`src/rtl/regfile_pkg.sv`:
```
// Shared constants, byte-lane helpers and the lane-merge function for the register bank.
// Merge arithmetic is done at REGFILE_MAX_WIDTH so any DATA_WIDTH up to that limit can reuse it.
package regfile_pkg;

  localparam int REGFILE_DATA_WIDTH = 32;
  localparam int REGFILE_NUM_REGS   = 16;
  localparam int REGFILE_MAX_WIDTH  = 512;
  localparam int REGFILE_MAX_LANES  = REGFILE_MAX_WIDTH / 8;

  typedef logic [REGFILE_DATA_WIDTH/8-1:0] regfile_be_t;

  function automatic int byte_lanes(input int width);
    return width / 8;
  endfunction

  // Enabled lanes take the new byte; disabled lanes keep the old byte.
  function automatic logic [REGFILE_MAX_WIDTH-1:0] merge_bytes(
    input logic [REGFILE_MAX_WIDTH-1:0] old_word,
    input logic [REGFILE_MAX_WIDTH-1:0] new_word,
    input logic [REGFILE_MAX_LANES-1:0] be
  );
    logic [REGFILE_MAX_WIDTH-1:0] merged;
    merged = old_word;
    for (int i = 0; i < REGFILE_MAX_LANES; i++) begin
      if (be[i]) merged[8*i +: 8] = new_word[8*i +: 8];
    end
    return merged;
  endfunction

endpackage

```
`src/rtl/regfile_cell.sv`:
```
// One storage word with async clear, per-byte write enables and its merged next value.
// The next value is exported so the bank can forward it onto read ports.
module regfile_cell
  import regfile_pkg::*;
#(
  parameter int DATA_WIDTH = REGFILE_DATA_WIDTH
) (
  input  logic                               clock,
  input  logic                               clear,
  input  logic                               load,
  input  logic [byte_lanes(DATA_WIDTH)-1:0]  be,
  input  logic [DATA_WIDTH-1:0]              wr_data,
  output logic [DATA_WIDTH-1:0]              q,
  output logic [DATA_WIDTH-1:0]              next
);

  assign next = DATA_WIDTH'(merge_bytes(REGFILE_MAX_WIDTH'(q),
                                        REGFILE_MAX_WIDTH'(wr_data),
                                        REGFILE_MAX_LANES'(be)));

  always_ff @(posedge clock or posedge clear) begin
    if (clear) begin
      q <= '0;
    end else if (load) begin
      q <= next;
    end
  end

endmodule

```
`src/rtl/regfile_bank.sv`:
```
// Multi-register bank: one byte-enabled write port, two combinational read ports with optional
// write-through forwarding. Define REGFILE_R0_ZERO_EN to hardwire register 0 to zero.
module regfile_bank
  import regfile_pkg::*;
#(
  parameter int DATA_WIDTH = REGFILE_DATA_WIDTH,
  parameter int NUM_REGS   = REGFILE_NUM_REGS,
  parameter int ADDR_WIDTH = $clog2(NUM_REGS),
  parameter int BYPASS     = 1
) (
  input  logic                               clock,
  input  logic                               clear,
  input  logic                               wr_en,
  input  logic [ADDR_WIDTH-1:0]              wr_addr,
  input  logic [byte_lanes(DATA_WIDTH)-1:0]  wr_be,
  input  logic [DATA_WIDTH-1:0]              wr_data,
  input  logic [ADDR_WIDTH-1:0]              rd_addr_a,
  output logic [DATA_WIDTH-1:0]              rd_data_a,
  input  logic [ADDR_WIDTH-1:0]              rd_addr_b,
  output logic [DATA_WIDTH-1:0]              rd_data_b
);

`ifdef REGFILE_R0_ZERO_EN
  localparam bit R0_ZERO = 1'b1;
`else
  localparam bit R0_ZERO = 1'b0;
`endif

  logic [DATA_WIDTH-1:0] stored [NUM_REGS];
  logic [DATA_WIDTH-1:0] merged [NUM_REGS];

  for (genvar i = 0; i < NUM_REGS; i++) begin : g_reg
    if (R0_ZERO && i == 0) begin : g_zero
      // Constant zero for both stored and forwarded value keeps R0 out of the bypass path too.
      assign stored[i] = '0;
      assign merged[i] = '0;
    end else begin : g_cell
      regfile_cell #(
        .DATA_WIDTH (DATA_WIDTH)
      ) u_cell (
        .clock   (clock),
        .clear   (clear),
        .load    (wr_en && (wr_addr == ADDR_WIDTH'(i))),
        .be      (wr_be),
        .wr_data (wr_data),
        .q       (stored[i]),
        .next    (merged[i])
      );
    end
  end

  always_comb begin
    rd_data_a = stored[rd_addr_a];
    if (BYPASS != 0 && wr_en && rd_addr_a == wr_addr) rd_data_a = merged[wr_addr];
    if (clear) rd_data_a = '0;
  end

  always_comb begin
    rd_data_b = stored[rd_addr_b];
    if (BYPASS != 0 && wr_en && rd_addr_b == wr_addr) rd_data_b = merged[wr_addr];
    if (clear) rd_data_b = '0;
  end

endmodule

```
`config.mk`:
```
export PLATFORM = sky130hd
export DESIGN_NAME = regfile_bank
export DESIGN_NICKNAME = d
export VERILOG_FILES = /design/src/rtl/regfile_pkg.sv /design/src/rtl/regfile_cell.sv /design/src/rtl/regfile_bank.sv
export SDC_FILE = /design/constraint.sdc
export NUM_CORES = 2
export LEC_CHECK = 0
export BUFFER_PORTS_ARGS = -buffer_cell sky130_fd_sc_hd__buf_2
export CAP_MARGIN = 20
export CORE_MARGIN = 2
export CORE_UTILIZATION = 51
export CTS_CLUSTER_DIAMETER = 50
export CTS_CLUSTER_SIZE = 30
export DETAILED_ROUTE_END_ITERATION = 8
export GPL_TIMING_DRIVEN = 0
export PLACE_DENSITY_LB_ADDON = 0.05
export SETUP_SLACK_MARGIN = 0.1
export SYNTH_ARGS = -nofsm -noshare
export SYNTH_HDL_FRONTEND = slang
export SYNTH_HIERARCHICAL = 1
export SYNTH_SLANG_ARGS = --single-unit
export TNS_END_PERCENT = 100
```
`constraint.sdc`:
```
create_clock -name clock -period 1.93 [get_ports clock]
set_clock_uncertainty 0.2 [all_clocks]
set_input_delay 0 -clock clock [delete_from_list [all_inputs] [get_ports clock]]
set_output_delay 0 -clock clock [all_outputs]
set_load 0.01 [all_outputs]
```
Word-level counts from Yosys, hierarchy flattened

Cells that the tools add are included.

Bits in registers: 512
Input bits: 51
Output and inout bits: 64
Word-level logic and storage cells: 135

Order comparisons: 3
Equal/unequal tests: 17
Multiplexer cells: 77
Bitwise gates (word level): 3
Reductions and logical operators: 19

Operators with widths:

| kind                                                                   | count |
|---|---|
| 8-bit 2-to-1 mux                                                       | 64 |
| 32-bit binary-select mux with 4-bit select                             | 3 |
| 32-bit 2-to-1 mux                                                      | 10 |
| 4-bit equality test (second input constant)                            | 8 |
| 1-bit logical AND                                                      | 18 |
| 4-bit by 3-bit equality test with 1-bit output (second input constant) | 4 |
| 5-bit >= comparator (second input constant)                            | 3 |
| 4-bit NOT with 5-bit output                                            | 3 |
| 4-bit by 2-bit equality test with 1-bit output (second input constant) | 2 |
| 4-bit equality test                                                    | 2 |
| 4-bit by 1-bit equality test with 1-bit output (second input constant) | 1 |
| 4-bit logical NOT                                                      | 1 |

Logic depth before layout (Yosys ltp)

Depth in word-level cells: 6
Gate-level depth with buffers: 7
Gate-level depth less buffers: 5

Cells and area by module

Netlist, hierarchy kept.

By module, submodules not included:

| module       | instances | cells an instance | area each (um^2) | sequential area each (um^2) |
|---|---|---|---|---|
| regfile_cell | 16        | 105               | 1580.3           | 800.8 |
| regfile_bank | 1         | 934               | 12243.0          | 0.0 |

Least setup slack after synthesis

OpenSTA, ideal clock, no wires.

Path type: input port to flip-flop
Start: input port wr_addr[2]
End: register g_reg[0].g_cell.u_cell.q[0]
Library setup time: 125 ps
Arrival: 1619 ps
Required time: 1605 ps
Setup slack: -14 ps
Stages on the path: 5
Path buffers: 1
Cells stage by stage: buf_2 or3b_2 nor3_1 nand2_2 mux2_2

Word-level cells in the longest chain between the ends: 2

RTL lines:

| element                | RTL line           | text |
|---|---|---|
| start: declaration     | regfile_bank.sv:14 | `input logic [ADDR_WIDTH-1:0] wr_addr,` |
| 4-bit logical NOT      | regfile_bank.sv:43 | `.load (wr_en && (wr_addr == ADDR_WIDTH'(i))),` |
| 1-bit logical AND      | regfile_bank.sv:43 |  |
| end signal: assignment | regfile_cell.sv:25 | `q <= next;` |
| end: declaration       | regfile_cell.sv:13 | `output logic [DATA_WIDTH-1:0] q,` |

Every way passes these cells.
A chain may end at the register's enable or synchronous reset.

Final worst setup path

Start: input port wr_addr[2]
End: output port rd_data_b[10]

Word-level cells in the longest chain between the ends: 6

RTL lines:

| element                                               | RTL line           | text |
|---|---|---|
| 4-bit NOT with 5-bit output (not written as such)     | regfile_bank.sv:60 | `if (BYPASS != 0 && wr_en && rd_addr_b == wr_addr) rd_data_b = merged[wr_addr];` |
| 32-bit binary-select mux with 4-bit select            | regfile_bank.sv:60 |  |
| 32-bit 2-to-1 mux (not written as such) (2 in series) | regfile_bank.sv:60 |  |
| 32-bit 2-to-1 mux (*)                                 | regfile_bank.sv:60 |  |
| 32-bit 2-to-1 mux (*)                                 | regfile_bank.sv:61 | `if (clear) rd_data_b = '0;` |
| end: declaration                                      | regfile_bank.sv:20 | `output logic [DATA_WIDTH-1:0] rd_data_b` |

Every way passes the cells marked *; elsewhere a longest branch is shown, timed or not. The select of a mux whose other input is x is not followed.

==> results.md <==
- Critical Path Source Type: input port
- Port Buf Inserts: between 100 and 150
- Area of the mapped netlist: ~38000 um2
- FFs w/ async S/R, synth: 100.0%
- Core Area: ~73000 um2
- Avg Inst Size Synth: roughly 14 um2
- Most numerous cell in the Yosys netlist: mux2_2
- Largest stage delay, worst path: approximately 0.99 ns
- Status: finished, violations left
- Critical path origin: wr_addr[2]
- Synthesis-to-finish area growth: 22.25%
- Yosys reg bits: 512
- Yosys warnings: 6
- Vias: around 30000
- Levels on crit path: 7
- Critical Path End: rd_data_b[10]
- # H-tree levels: 3
- GRT Total Usage: 40.77%
- Initial antenna violation count: 2
- Die H: approximately 280 um
- Final worst path period need: between 2 and 3 ns
- Die area: roughly 76000 um2
- FF-to-FF Start: g_reg[3].g_cell.u_cell/q[28]$_DFFE_PP0P_
- Top post-synthesis cells by area: dfrtp_1, mux2_2, mux4_2
- Final Cycle Share: 151.0%
- Synth top area share: 34.14%
- Worst hold path cell count: 5
- Io pins: around 120
- Most used cell, CP: buf_2
- Placement row count: a little under 100
- Final setup viols: 64
- Top cells by count, synth: mux2_2, dfrtp_1, mux4_2, a22oi_1, nand2_1
- Power Density: ~950 nW/um2
- Post-synth top area cell: dfrtp_1
- Worst reg2reg path depth: 2
- Routed WL per cell: between 30 and 40 um
- Starting Density: between 50% and 60%
- Comb pwr share: 30.4%
- CP bufs+invs: 3
- RSZ-0062 raised after global routing: true
- Final nets: 3208
- Post-synth EDFFs: 0
- Max-slew headroom: between 10% and 20%
- Largest regs: g.g_cell.u_cell/q (512)
- Detailed Route WL: 154600 um
- Most flop-heavy register: g.g_cell.u_cell/q
- Vias in the first global route: between 30000 and 40000
- Crit path kind: in2out
- TritonCTS clock tree: built
- Pre-Repair DR Iteration Count: 7
- CP delay by family, top: buffers and inverters
- Gate Count Post-Synth: roughly 2600
- Detail Route Antenna Nets: 0
- Die width: about 280 um
- Vias/cell: between 7 and 8
- Internal: ~30 mW
- R2R Path End: g_reg[3].g_cell.u_cell/q[28]$_DFFE_PP0P_
- NetSw: between 10 and 15 mW
- CTS root buf: clkbuf_16
- Setup ws final: -0.9833 ns
- Worst hold slack: 0.2176 ns
- Clock Power Share: 35.7%
- Total CTS buffers: 83
- CP endpoint kind: output port
- Clock latency on the worst-skew pair: 0.66 ns
- Failing checks: negative setup slack
- Sequential share of the synthesized area: 34.14%
- Critical Path Fanout Max: 10
- Slew @ Worst Pin: 1.270 ns
- Max reg flops: 512
- LEAKAGE: between 15 and 20 nW
- Pins Over Slew Limit: 0
- Syn_nets: around 2700
- Clock sink count: 512
- R2R Setup Slk: about 0.77 ns
- Final Hold Viols: 0
- Largest net degree at the start of global routing: 25
- Crit-path cells: buf_2, nor2_1, clkbuf_1, a22oi_2, nand2_2, a22o_1, buf_2
- Req. time, crit path: ~1.7 ns
- Share of layout cells above drive strength 1: ~69%
- Reg clk slew, reported paths: 0.05 ns
- Number of distinct library cells after synthesis: 28
- Hold Crit Class: in2reg
- Slowest stage cell on the critical path: clkbuf_1
- DRC Markers: 0
- Pre-CTS WS: -1.497 ns
- Max Clk Rate: roughly 0.34 GHz
- Ys flop type: dfrtp_1
- Clk buf depth: 3
- Worst EP arrival: roughly 2.7 ns
- Max-Cap Viols: 0
- Starting DRT DRC Count: 3499
- Switching Share: a little under a third
- Final Wtd Congestion: around 0.96
- Flop pwr share: 33.9%
- Dpl hpwl: around 100000 um
- Highest ir drop seen on vdd: 0.8561 mV
- # fillers: 5611
- Grt ovf: 0
- First-pass GRT wire length: 218700 um
-- routing by layer --
metal / vias to the layer above / routed length [um] / GRT usage, %
met2: 2168 / 69250 / 61.30
li1: 11690 / - / -
met5: - / 0 / 0
met3: 609 / 17250 / 12.99
met1: 15690 / 57980 / 51.72
met4: 0 / 10160 / 24.52
-- layout by cell type (no fill, tap or decap), types with 5 or more instances in the layout --
cell type         n
nand2_4           8
a22oi_1         131
inv_6            18
clkinv_4         10
mux4_1           17
buf_8             5
nor2b_1           6
a22o_1           63
inv_2            16
clkbuf_1         69
dlygate4sd3_1    97
nand2_1          92
clkinv_2          6
mux4_2          367
buf_2           139
bufinv_16         7
buf_6            18
nand2_2          61
xor2_1            8
dfrtp_1         511
mux2_2         1022
nor2_4           12
buf_12           29
clkbuf_16        83
a22oi_2          61
buf_1             5
buf_4           302
clkbuf_2         11
clkinvlp_4        9
-- power groups by stage --
stage / registers (mW) / logic [mW] / clock network, mW
after detailed placement: 15.2 / 10.7 / 0
after global placement: 15.0 / 10.3 / 0
after CTS: 14.7 / 12.4 / 15.7
after global routing: 14.9 / 13.8 / 16.2
final: 14.8 / 13.3 / 15.6
after floorplan: 14.3 / 8.14 / 0
-- worst min-delay path by stage --
stage,from,end,slack [ns]
finish,wr_en,g_reg[2].g_cell.u_cell/q[22]$_DFFE_PP0P_,0.22
global route,wr_en,g_reg[7].g_cell.u_cell/q[25]$_DFFE_PP0P_,0.23
CTS,wr_en,g_reg[7].g_cell.u_cell/q[25]$_DFFE_PP0P_,0.13
detailed placement,clear,g_reg[8].g_cell.u_cell/q[21]$_DFFE_PP0P_,0.03
global placement,g_reg[4].g_cell.u_cell/q[15]$_DFFE_PP0P_,g_reg[4].g_cell.u_cell/q[15]$_DFFE_PP0P_,0.32
floorplan,clear,g_reg[0].g_cell.u_cell/q[0]$_DFFE_PP0P_,-0.08
-- metrics by stage --
stage               TNS (ns)  util, %  instances  area (um2)  power (mW)
finish                -52.11    62.88       4187       45880       43.57
CTS                   -50.37    61.92       4123       45180       42.79
global placement     -830.97    53.81       3678       39260       25.31
floorplan                  0        -       2614       37540       22.40
global route          -53.74    62.87       4184       45870       44.96
detailed placement   -563.14    54.30       3697       39620       25.86
-- cell type report --
type / instances / area (um2) / share of cell area [%]
plain buffers: 213 / 1396 / 3.044
inverters: 16 / 60.06 / 0.1309
multi-input cells: 1873 / 23800 / 51.87
flip-flops and latches: 512 / 12810 / 27.93
clock inverters: 60 / 721.9 / 1.574
clock buffers: 93 / 2155 / 4.696
well taps: 959 / 1200 / 2.615
repair buffers: 458 / 3725 / 8.119
diodes: 3 / 7.507 / 0.01636
-- logic make-up after synthesis --
group / after synthesis / share of synthesized area (%)
muxes: 1408 / 53.94
DFF: 512 / 34.14
AOI/OAI and AO/OA: 258 / 5.361
buffers and inverters: 229 / 3.788
and+or+nand+nor: 199 / 2.581
xor gates and xnor gates: 8 / 0.1867
-- worst reg2reg max path, stage by stage (launching register included) --
cell	delay, ns
dfrtp_1	0.42
buf_4	0.16
mux2_2	0.26
-- repair_timing --
item                                    4_1_cts  5_1_grt
endpoints found under the setup margin      524      215
buffers inserted                            176       60
cloned                                        0        0
pin swaps                                    58       32
resized for setup                            85       48
hold buffers                                 97        0
hold endpoints to repair                   1024        0
Note: power is estimated with default switching activity, not from simulation.
